## config.mk

```make
export PLATFORM = sky130hd
export DESIGN_NAME = rca_config_bank
export DESIGN_NICKNAME = d
export VERILOG_FILES = /design/src/rtl/rca_config_bank_pkg.sv /design/src/rtl/rca_config_entry.sv /design/src/rtl/rca_config_bank.sv
export SDC_FILE = /design/constraint.sdc
export NUM_CORES = 1
export LEC_CHECK = 0
export ABC_AREA = 1
export BUFFER_PORTS_ARGS = -buffer_cell sky130_fd_sc_hd__buf_2
export CAP_MARGIN = 40
export CORE_MARGIN = 2
export CORE_UTILIZATION = 55
export CTS_CLUSTER_SIZE = 12
export DETAILED_ROUTE_END_ITERATION = 6
export PLACE_DENSITY = 0.73
export SYNTH_ARGS = -nofsm -noshare
export SYNTH_HDL_FRONTEND = slang
export SYNTH_SLANG_ARGS = --single-unit
```

## constraint.sdc

```tcl
create_clock -name clk -period 2.21 [get_ports clk]
set_clock_uncertainty 0.2 [all_clocks]
set_input_delay 0.3315 -clock clk [delete_from_list [all_inputs] [get_ports clk]]
set_output_delay 0.3315 -clock clk [all_outputs]
set_load 0.02 [all_outputs]
```

## src/rtl/rca_config_bank_pkg.sv

```systemverilog
// rca_config_bank_pkg: sizing defaults and shared types for the RCA configuration bank
package rca_config_bank_pkg;
   localparam int DEF_NUM_RCAS        = 2;
   localparam int DEF_NUM_READ_PORTS  = 5;
   localparam int DEF_NUM_WRITE_PORTS = 2;
   localparam int DEF_RS_W = DEF_NUM_RCAS > 1 ? $clog2(DEF_NUM_RCAS) : 1;
   localparam int DEF_PS_W = $clog2(DEF_NUM_READ_PORTS > DEF_NUM_WRITE_PORTS ? DEF_NUM_READ_PORTS : DEF_NUM_WRITE_PORTS);
   typedef enum logic [1:0] {IDLE, DRAIN, SWAP} rca_cfg_state_t;
   typedef struct packed {
      logic [DEF_RS_W-1:0] rca_sel;
      logic                src_dest;
      logic [DEF_PS_W-1:0] port_sel;
      logic [4:0]          reg_addr;
   } rca_cfg_write_t;
endpackage

```

## src/rtl/rca_config_entry.sv

```systemverilog
// rca_config_entry: shadow and active register-address banks for one RCA
module rca_config_entry #(
   parameter int NR   = 5,
   parameter int NW   = 2,
   parameter int PS_W = 3
) (
   input  logic                 clk,
   input  logic                 rst_n,
   input  logic                 we_i,
   input  logic                 src_dest_i,
   input  logic [PS_W-1:0]      port_sel_i,
   input  logic [4:0]           addr_i,
   input  logic                 copy_i,
   output logic [NR-1:0][4:0]   src_o,
   output logic [NW-1:0][4:0]   dest_o,
   output logic                 valid_o
);
   logic [NR-1:0][4:0] shd_src_q, act_src_q;
   logic [NW-1:0][4:0] shd_dest_q, act_dest_q;
   logic               valid_q;
   // Shadow writes land per slot; the copy strobe snapshots the whole shadow into active
   always_ff @(posedge clk or negedge rst_n) begin
      if (!rst_n) begin
         shd_src_q  <= '0;
         shd_dest_q <= '0;
         act_src_q  <= '0;
         act_dest_q <= '0;
         valid_q    <= 1'b0;
      end else begin
         for (int k = 0; k < NR; k++)
            if (we_i && !src_dest_i && port_sel_i == PS_W'(k)) shd_src_q[k] <= addr_i;
         for (int k = 0; k < NW; k++)
            if (we_i && src_dest_i && port_sel_i == PS_W'(k)) shd_dest_q[k] <= addr_i;
         if (copy_i) begin
            act_src_q  <= shd_src_q;
            act_dest_q <= shd_dest_q;
            valid_q    <= 1'b1;
         end
      end
   end
   assign src_o   = act_src_q;
   assign dest_o  = act_dest_q;
   assign valid_o = valid_q;
endmodule

```

## src/rtl/rca_config_bank.sv

```systemverilog
// rca_config_bank: double-buffered per-RCA register-address configuration with drain-then-swap commit
module rca_config_bank
   import rca_config_bank_pkg::*;
#(
   parameter int NUM_RCAS        = DEF_NUM_RCAS,
   parameter int NUM_READ_PORTS  = DEF_NUM_READ_PORTS,
   parameter int NUM_WRITE_PORTS = DEF_NUM_WRITE_PORTS,
   localparam int RS_W = NUM_RCAS > 1 ? $clog2(NUM_RCAS) : 1,
   localparam int PMAX = NUM_READ_PORTS > NUM_WRITE_PORTS ? NUM_READ_PORTS : NUM_WRITE_PORTS,
   localparam int PS_W = PMAX > 1 ? $clog2(PMAX) : 1
) (
   input  logic                             clk,
   input  logic                             rst_n,
   input  logic                             cfg_valid,
   output logic                             cfg_ready,
   input  logic [RS_W-1:0]                  cfg_rca_sel,
   input  logic                             cfg_src_dest,
   input  logic [PS_W-1:0]                  cfg_port_sel,
   input  logic [4:0]                       cfg_reg_addr,
   output logic                             cfg_error,
   input  logic                             commit_valid,
   input  logic [RS_W-1:0]                  commit_rca_sel,
   output logic                             commit_ready,
   input  logic [NUM_RCAS-1:0]              rca_busy,
   input  logic [RS_W-1:0]                  use_rca_sel,
   output logic                             use_valid,
   output logic [NUM_READ_PORTS-1:0][4:0]   src_reg_addrs,
   output logic [NUM_WRITE_PORTS-1:0][4:0]  dest_reg_addrs
);
   rca_cfg_state_t state_q, state_d;
   logic [RS_W-1:0] tgt_q, tgt_d;
   logic err_q, wr_acc, slot_ok, cm_ok, cm_busy, tgt_ok, tgt_busy, use_ok;
   logic [NUM_RCAS-1:0][NUM_READ_PORTS-1:0][4:0]  act_src;
   logic [NUM_RCAS-1:0][NUM_WRITE_PORTS-1:0][4:0] act_dest;
   logic [NUM_RCAS-1:0]                           act_val;

   assign wr_acc   = cfg_valid && cfg_ready;
   assign slot_ok  = cfg_src_dest ? {1'b0, cfg_port_sel} < (PS_W+1)'(NUM_WRITE_PORTS)
                                  : {1'b0, cfg_port_sel} < (PS_W+1)'(NUM_READ_PORTS);
   assign cm_ok    = {1'b0, commit_rca_sel} < (RS_W+1)'(NUM_RCAS);
   assign cm_busy  = cm_ok ? rca_busy[commit_rca_sel] : 1'b0;
   assign tgt_ok   = {1'b0, tgt_q} < (RS_W+1)'(NUM_RCAS);
   assign tgt_busy = tgt_ok ? rca_busy[tgt_q] : 1'b0;
   assign use_ok   = {1'b0, use_rca_sel} < (RS_W+1)'(NUM_RCAS);

   // Commit FSM state, latched target RCA and the registered bad-slot pulse
   always_ff @(posedge clk or negedge rst_n) begin
      if (!rst_n) begin
         state_q <= IDLE;
         tgt_q   <= '0;
         err_q   <= 1'b0;
      end else begin
         state_q <= state_d;
         tgt_q   <= tgt_d;
         err_q   <= wr_acc && !slot_ok;
      end
   end

   // Next state: a commit waits out the target's in-flight work before the one-cycle swap
   always_comb begin
      state_d      = state_q;
      tgt_d        = tgt_q;
      cfg_ready    = state_q == IDLE;
      commit_ready = state_q == IDLE;
      if (state_q == IDLE && commit_valid) begin
         tgt_d   = commit_rca_sel;
         state_d = cm_busy ? DRAIN : SWAP;
      end else if (state_q == DRAIN && !tgt_busy) begin
         state_d = SWAP;
      end else if (state_q == SWAP) begin
         state_d = IDLE;
      end
   end

   for (genvar g = 0; g < NUM_RCAS; g++) begin : g_entry
      rca_config_entry #(
         .NR  (NUM_READ_PORTS),
         .NW  (NUM_WRITE_PORTS),
         .PS_W(PS_W)
      ) u_entry (
         .clk       (clk),
         .rst_n     (rst_n),
         .we_i      (wr_acc && slot_ok && cfg_rca_sel == RS_W'(g)),
         .src_dest_i(cfg_src_dest),
         .port_sel_i(cfg_port_sel),
         .addr_i    (cfg_reg_addr),
         .copy_i    (state_q == SWAP && tgt_q == RS_W'(g)),
         .src_o     (act_src[g]),
         .dest_o    (act_dest[g]),
         .valid_o   (act_val[g])
      );
   end

   assign cfg_error      = err_q;
   assign use_valid      = use_ok ? act_val[use_rca_sel]  : 1'b0;
   assign src_reg_addrs  = use_ok ? act_src[use_rca_sel]  : '0;
   assign dest_reg_addrs = use_ok ? act_dest[use_rca_sel] : '0;
endmodule

```

Word-level counts from Yosys, hierarchy flattened

Cells that the tools add are included.

Register bits: 146
Bits in latches: 0
RAM bits: 0
ROM bits: 0
Bits of input ports: 18
Memories kept: 0

Add/sub/neg operators: 0
Multiply operators: 0
Divide/modulo/power cells: 0
$lt $le $gt $ge: 5
Eq/ne operators: 6
Shifts and indexed selects: 0
Mux-type cells: 15
Bitwise logic cells: 2
Reduce and logical (&&, ||, !) cells: 33

Operators by type and width:

| kind                                               | count |
|---|---|
| 2-to-1 mux 25 bit                                  | 2 |
| logical AND 1 bit                                  | 27 |
| 2-to-1 mux 10 bit                                  | 2 |
| 2-to-1 mux 2 bit                                   | 4 |
| 2-to-1 mux 1 bit                                   | 7 |
| == test 3 x 2 -> 1 bit, second input constant      | 2 |
| < comparator 1 x 2 -> 1 bit, second input constant | 3 |
| == test 3 x 1 -> 1 bit, second input constant      | 1 |
| == test 3 bit, second input constant               | 1 |
| logical NOT 1 bit                                  | 3 |
| logical NOT 3 bit                                  | 1 |
| < comparator 3 x 2 -> 1 bit, second input constant | 1 |
| < comparator 3 bit, second input constant          | 1 |
| nonzero test 3 bit                                 | 1 |
| == test 2 x 1 -> 1 bit, second input constant      | 1 |
| == test 2 bit, second input constant               | 1 |
| logical NOT 2 bit                                  | 1 |
| NOT 1 bit                                          | 2 |

Depth between registers and ports, before layout

Depth after elaboration: 6
Gate-level depth with buffers: 9

Hierarchy

From an unflattened synthesis, not the netlist that was laid out.

Cells, all modules: 729
Area, all modules: 6616.3 sq um

Modules (own cells, without submodules):

| module           | times used | cells an instance | area each (sq um) | seq. area each (sq um) |
|---|---|---|---|---|
| rca_config_entry | 2          | 320               | 2875.3            | 1776.7 |
| rca_config_bank  | 1          | 89                | 865.8             | 100.1 |

Worst setup path after synthesis

Ideal clock, no wire load.

Kind: in2out
Start point: in use_rca_sel
End point: out dest_reg_addrs[0] (netlist bit)
Data arrival time: 1.189 ns
Setup slack: 0.490 ns
Stages: 3
Path through: clkbuf_1 clkbuf_1 o21ai_0

RTL lines:

| element         | line                  | source |
|---|---|---|
| start, declared | rca_config_bank.sv:25 | `input logic [RS_W-1:0] use_rca_sel,` |
| end, declared   | rca_config_bank.sv:28 | `output logic [NUM_WRITE_PORTS-1:0][4:0] dest_reg_addrs` |

Worst setup path after layout

Start point: reg state_q[1]
End point: reg g_entry[1].u_entry.shd_src_q[23] (netlist bit)

Cells in the longest elaborated chain, start to end: 6

Ends and longest elaborated chain:

| element                        | line                   | source |
|---|---|---|
| start, declared                | rca_config_bank.sv:30  | `rca_cfg_state_t state_q, state_d;` |
| start signal, assigned         | rca_config_bank.sv:53  | `state_q <= state_d;` |
| logical NOT 2 bit              | rca_config_bank.sv:63  | `cfg_ready = state_q == IDLE;` |
| logical AND 1 bit              | rca_config_bank.sv:37  | `assign wr_acc = cfg_valid && cfg_ready;` |
| logical AND 1 bit (2 in a row) | rca_config_bank.sv:83  | `.we_i (wr_acc && slot_ok && cfg_rca_sel == RS_W'(g)),` |
| logical AND 1 bit (2 in a row) | rca_config_entry.sv:31 | `if (we_i && !src_dest_i && port_sel_i == PS_W'(k)) shd_src_q[k] <= addr_i;` |
| end signal, assigned by index  | rca_config_entry.sv:31 |  |
| end, declared                  | rca_config_entry.sv:18 | `logic [NR-1:0][4:0] shd_src_q, act_src_q;` |

Every way passes these cells.
A chain may end at the register's enable or synchronous reset.

==> summary.txt <==
Power and ir drop
  • Worst IR Drop VDD: 0.000696 V
  • Combinational power share: 0.259
  • P_sw: 2.88 mW
  • P_int: 6.35 mW
  • Power per cell area: 1200 nW/um^2
  • Clock share of power: 0.330
  • Pleak: 4.07 nW
  • Switching part of the total: 0.312
  • Seq pwr share: 0.410

STA
  • Fin crit period: 2070 ps
  • RSZ-0062 raised after global routing: false
  • Fmax: 483 MHz
  • Post-route setup slack: 142 ps
  • Worst slew margin: 0.652
  • Final Setup Violations: 0
  • Fin. max-slew vios: 0
  • Final TNS setup: 0 ps
  • Hold_ws: 81.8 ps
  • Final hold vios: 0
  • Slew @ Worst Pin: 521 ps
  • Final Cycle Share: 0.936

Clock tree
  • CTS tree: built
  • Sink Count: 146
  • Hold buffers post-CTS: 3
  • Post-CTS Resized: 0
  • Max Root-Sink Buffers: 2
  • Root buf cell: clkbuf_16
  • Inserted Clock Buffers: 17
  • H-tree depth: 4
  • Post-CTS Setup Bufs: 0
  • Reg clk slew, reported paths: 60 ps
  • Clock latency on the worst-skew pair: 410 ps

Logic synthesis
  • Post-synthesis cell type count: 30
  • Seq/Total Area, Yosys: 0.550
  • Syn_nets: 692
  • FF+latch count, synth: 146
  • Fraction of registers with async set/reset: 1.00
  • Number of synthesized flops with an enable pin: 0
  • Most frequently used flop master after synthesis: dfrtp_1
  • Syn_area_per_cell: 9.86 um^2
  • Yosys synthesis warning count: 0
  • Post-synthesis cell count: 674
  • Post-Syn Area: 6650 um^2

Critical path
  • Worst EP arrival: 2210 ps
  • Crit path max fanout: 35
  • CP Launch Type: register
  • Data required, critical path: 2350 ps
  • Critical path class: reg2reg
  • Crit path capture type: register
  • Reg-to-reg critical path endpoint: g_entry[1].u_entry.shd_src_q[23]
  • FF-to-FF path depth: 7
  • Reg-to-reg slack, setup: 140 ps
  • Worst r2r src: state_q[1]

Global routing
  • First-pass GRT wire length: 25,000 um
  • Largest net degree at the start of global routing: 73
  • Initial antenna violation count: 0
  • GRT Util Overall: 0.244
  • Grt ovf: 0
  • Vias in the first global route: 5,037

Final layout
  • Share of cells above drive strength 1: 0.231
  • Inserted Diodes: 0
  • Final std cells w/o fill: 882
  • Final #Nets: 741
  • Area Growth Syn to Fin: 16.1%
  • Fillers: 919
  • Commonest non-fill, non-tap cell in the layout: nand2_1
  • Commonest non-fill, non-tap cells in the layout: 183 x nand2_1, 146 x dfrtp_1, 74 x nand4_1

Detailed routing
  • Final WL: 14,500 um
  • 1st-iter DRT viols: 276
  • DRT Pass-1 Iters: 6
  • Routed WL per cell: 16.4 um
  • Via/cell ratio: 5.58
  • Vias: 4,924
  • DRC violations left: 0
  • Antenna-violating nets left: 0

Hold path
  • Hold path endpoint: state_q[1]
  • HP Start: rca_busy[1]
  • Min-Delay Path Class: in2reg
  • Worst hold path cell count: 4

Placement
  • Placed cells: 848
  • I/O Buffers: 56
  • Gp weighted congestion: 0.788
  • Placement Setup Slack: 194 ps
  • Final HPWL from detailed placement: 9180 um

Run
  • Max-cap viol count: 0

Die
  • Core area: 11,900 um^2
  • Row count: 40
  • IO Count: 57
  • Die area: 13,000 um^2
  • Die X: 114 um
  • Initial Util: 0.558
  • Chip height: 114 um

Outcome
  • Status: completed
-- worst max-delay path, stage by stage, from the launching register on --
cell and delay (ps):
dfrtp_1 420, inv_1 100, nand2_1 90, nor2_1 250, nand3_4 190, nor2_8 440, nand4_1 170, nand2_1 120
-- cell usage after synthesis (3+ instances only) --
cell | number | share of area
buf_4 | 3 | 0.0034
inv_1 | 40 | 0.023
nand4_4 | 10 | 0.032
nor2_1 | 37 | 0.021
nand4_1 | 74 | 0.070
clkbuf_1 | 15 | 0.0085
nor2_8 | 4 | 0.012
inv_4 | 3 | 0.0028
mux2_2 | 35 | 0.059
o21ai_0 | 37 | 0.028
buf_2 | 22 | 0.017
nand2_1 | 183 | 0.10
dfrtp_1 | 146 | 0.55
buf_6 | 7 | 0.012
a21oi_1 | 39 | 0.029
-- layer usage --
metal	GRT usage	vias up	share of wire	routed length (um)
met2	0.388	134	0.48	7000
li1	-	2362	-	-
met5	0	-	0	0
met4	0.0984	0	0.023	337
met1	0.330	2402	0.44	6340
met3	0.0515	26	0.055	799
-- per-stage QoR --
stage	power, mW	utilization	instance area [um^2]
after global placement	6.10	0.592	7050
after global routing	9.80	0.648	7720
after CTS	9.31	0.648	7720
after floorplan	5.56	-	6650
final	9.23	0.648	7720
after detailed placement	6.24	0.592	7050
-- power groups by stage --
stage               combinational [mW]  clock (mW)  sequential, mW
floorplan                         1.84           0            3.72
detailed placement                2.41           0            3.83
global route                      2.69        3.23            3.88
finish                            2.39        3.05            3.79
global placement                  2.31           0            3.79
CTS                               2.43        3.10            3.79
-- how the worst max path moves through the flow --
stage	from	end	slack [ps]	depth (start not counted)
2_1_floorplan	use_rca_sel	dest_reg_addrs[0]	490	3
3_3_place_gp	state_q[1]	g_entry[1].u_entry.shd_src_q[16]	300	7
3_5_place_dp	state_q[1]	g_entry[1].u_entry.shd_src_q[8]	190	9
4_1_cts	state_q[1]	g_entry[1].u_entry.shd_src_q[23]	150	7
5_1_grt	state_q[1]	g_entry[1].u_entry.shd_dest_q[5]	30	7
6_report	state_q[1]	g_entry[1].u_entry.shd_src_q[23]	140	7
-- sequential cells by signal (all words and copies together), names as in the netlist --
register,count
g_entry.u_entry.shd_dest_q,20
tgt_q,1
cfg_error,1
state_q,2
g_entry.u_entry.dest_o,20
g_entry.u_entry.valid_o,2
g_entry.u_entry.src_o,50
g_entry.u_entry.shd_src_q,50
-- cell families after synthesis --
family | Yosys count | synth area share
compound gates | 78 | 0.0608
buf+inv | 95 | 0.0717
flops | 146 | 0.550
mux | 36 | 0.0608
simple gates | 319 | 0.257
-- layout make-up --
class	instances	area (um^2)	share of cell area
clock buffers	23	488	0.0632
multi-input cells	433	2520	0.327
repair buffers	78	534	0.0692
clock inverters	8	150	0.0194
inverters	47	189	0.0245
well taps	147	184	0.0238
flip-flops and latches	146	3650	0.473
Note: power is estimated with default switching activity, not from simulation.
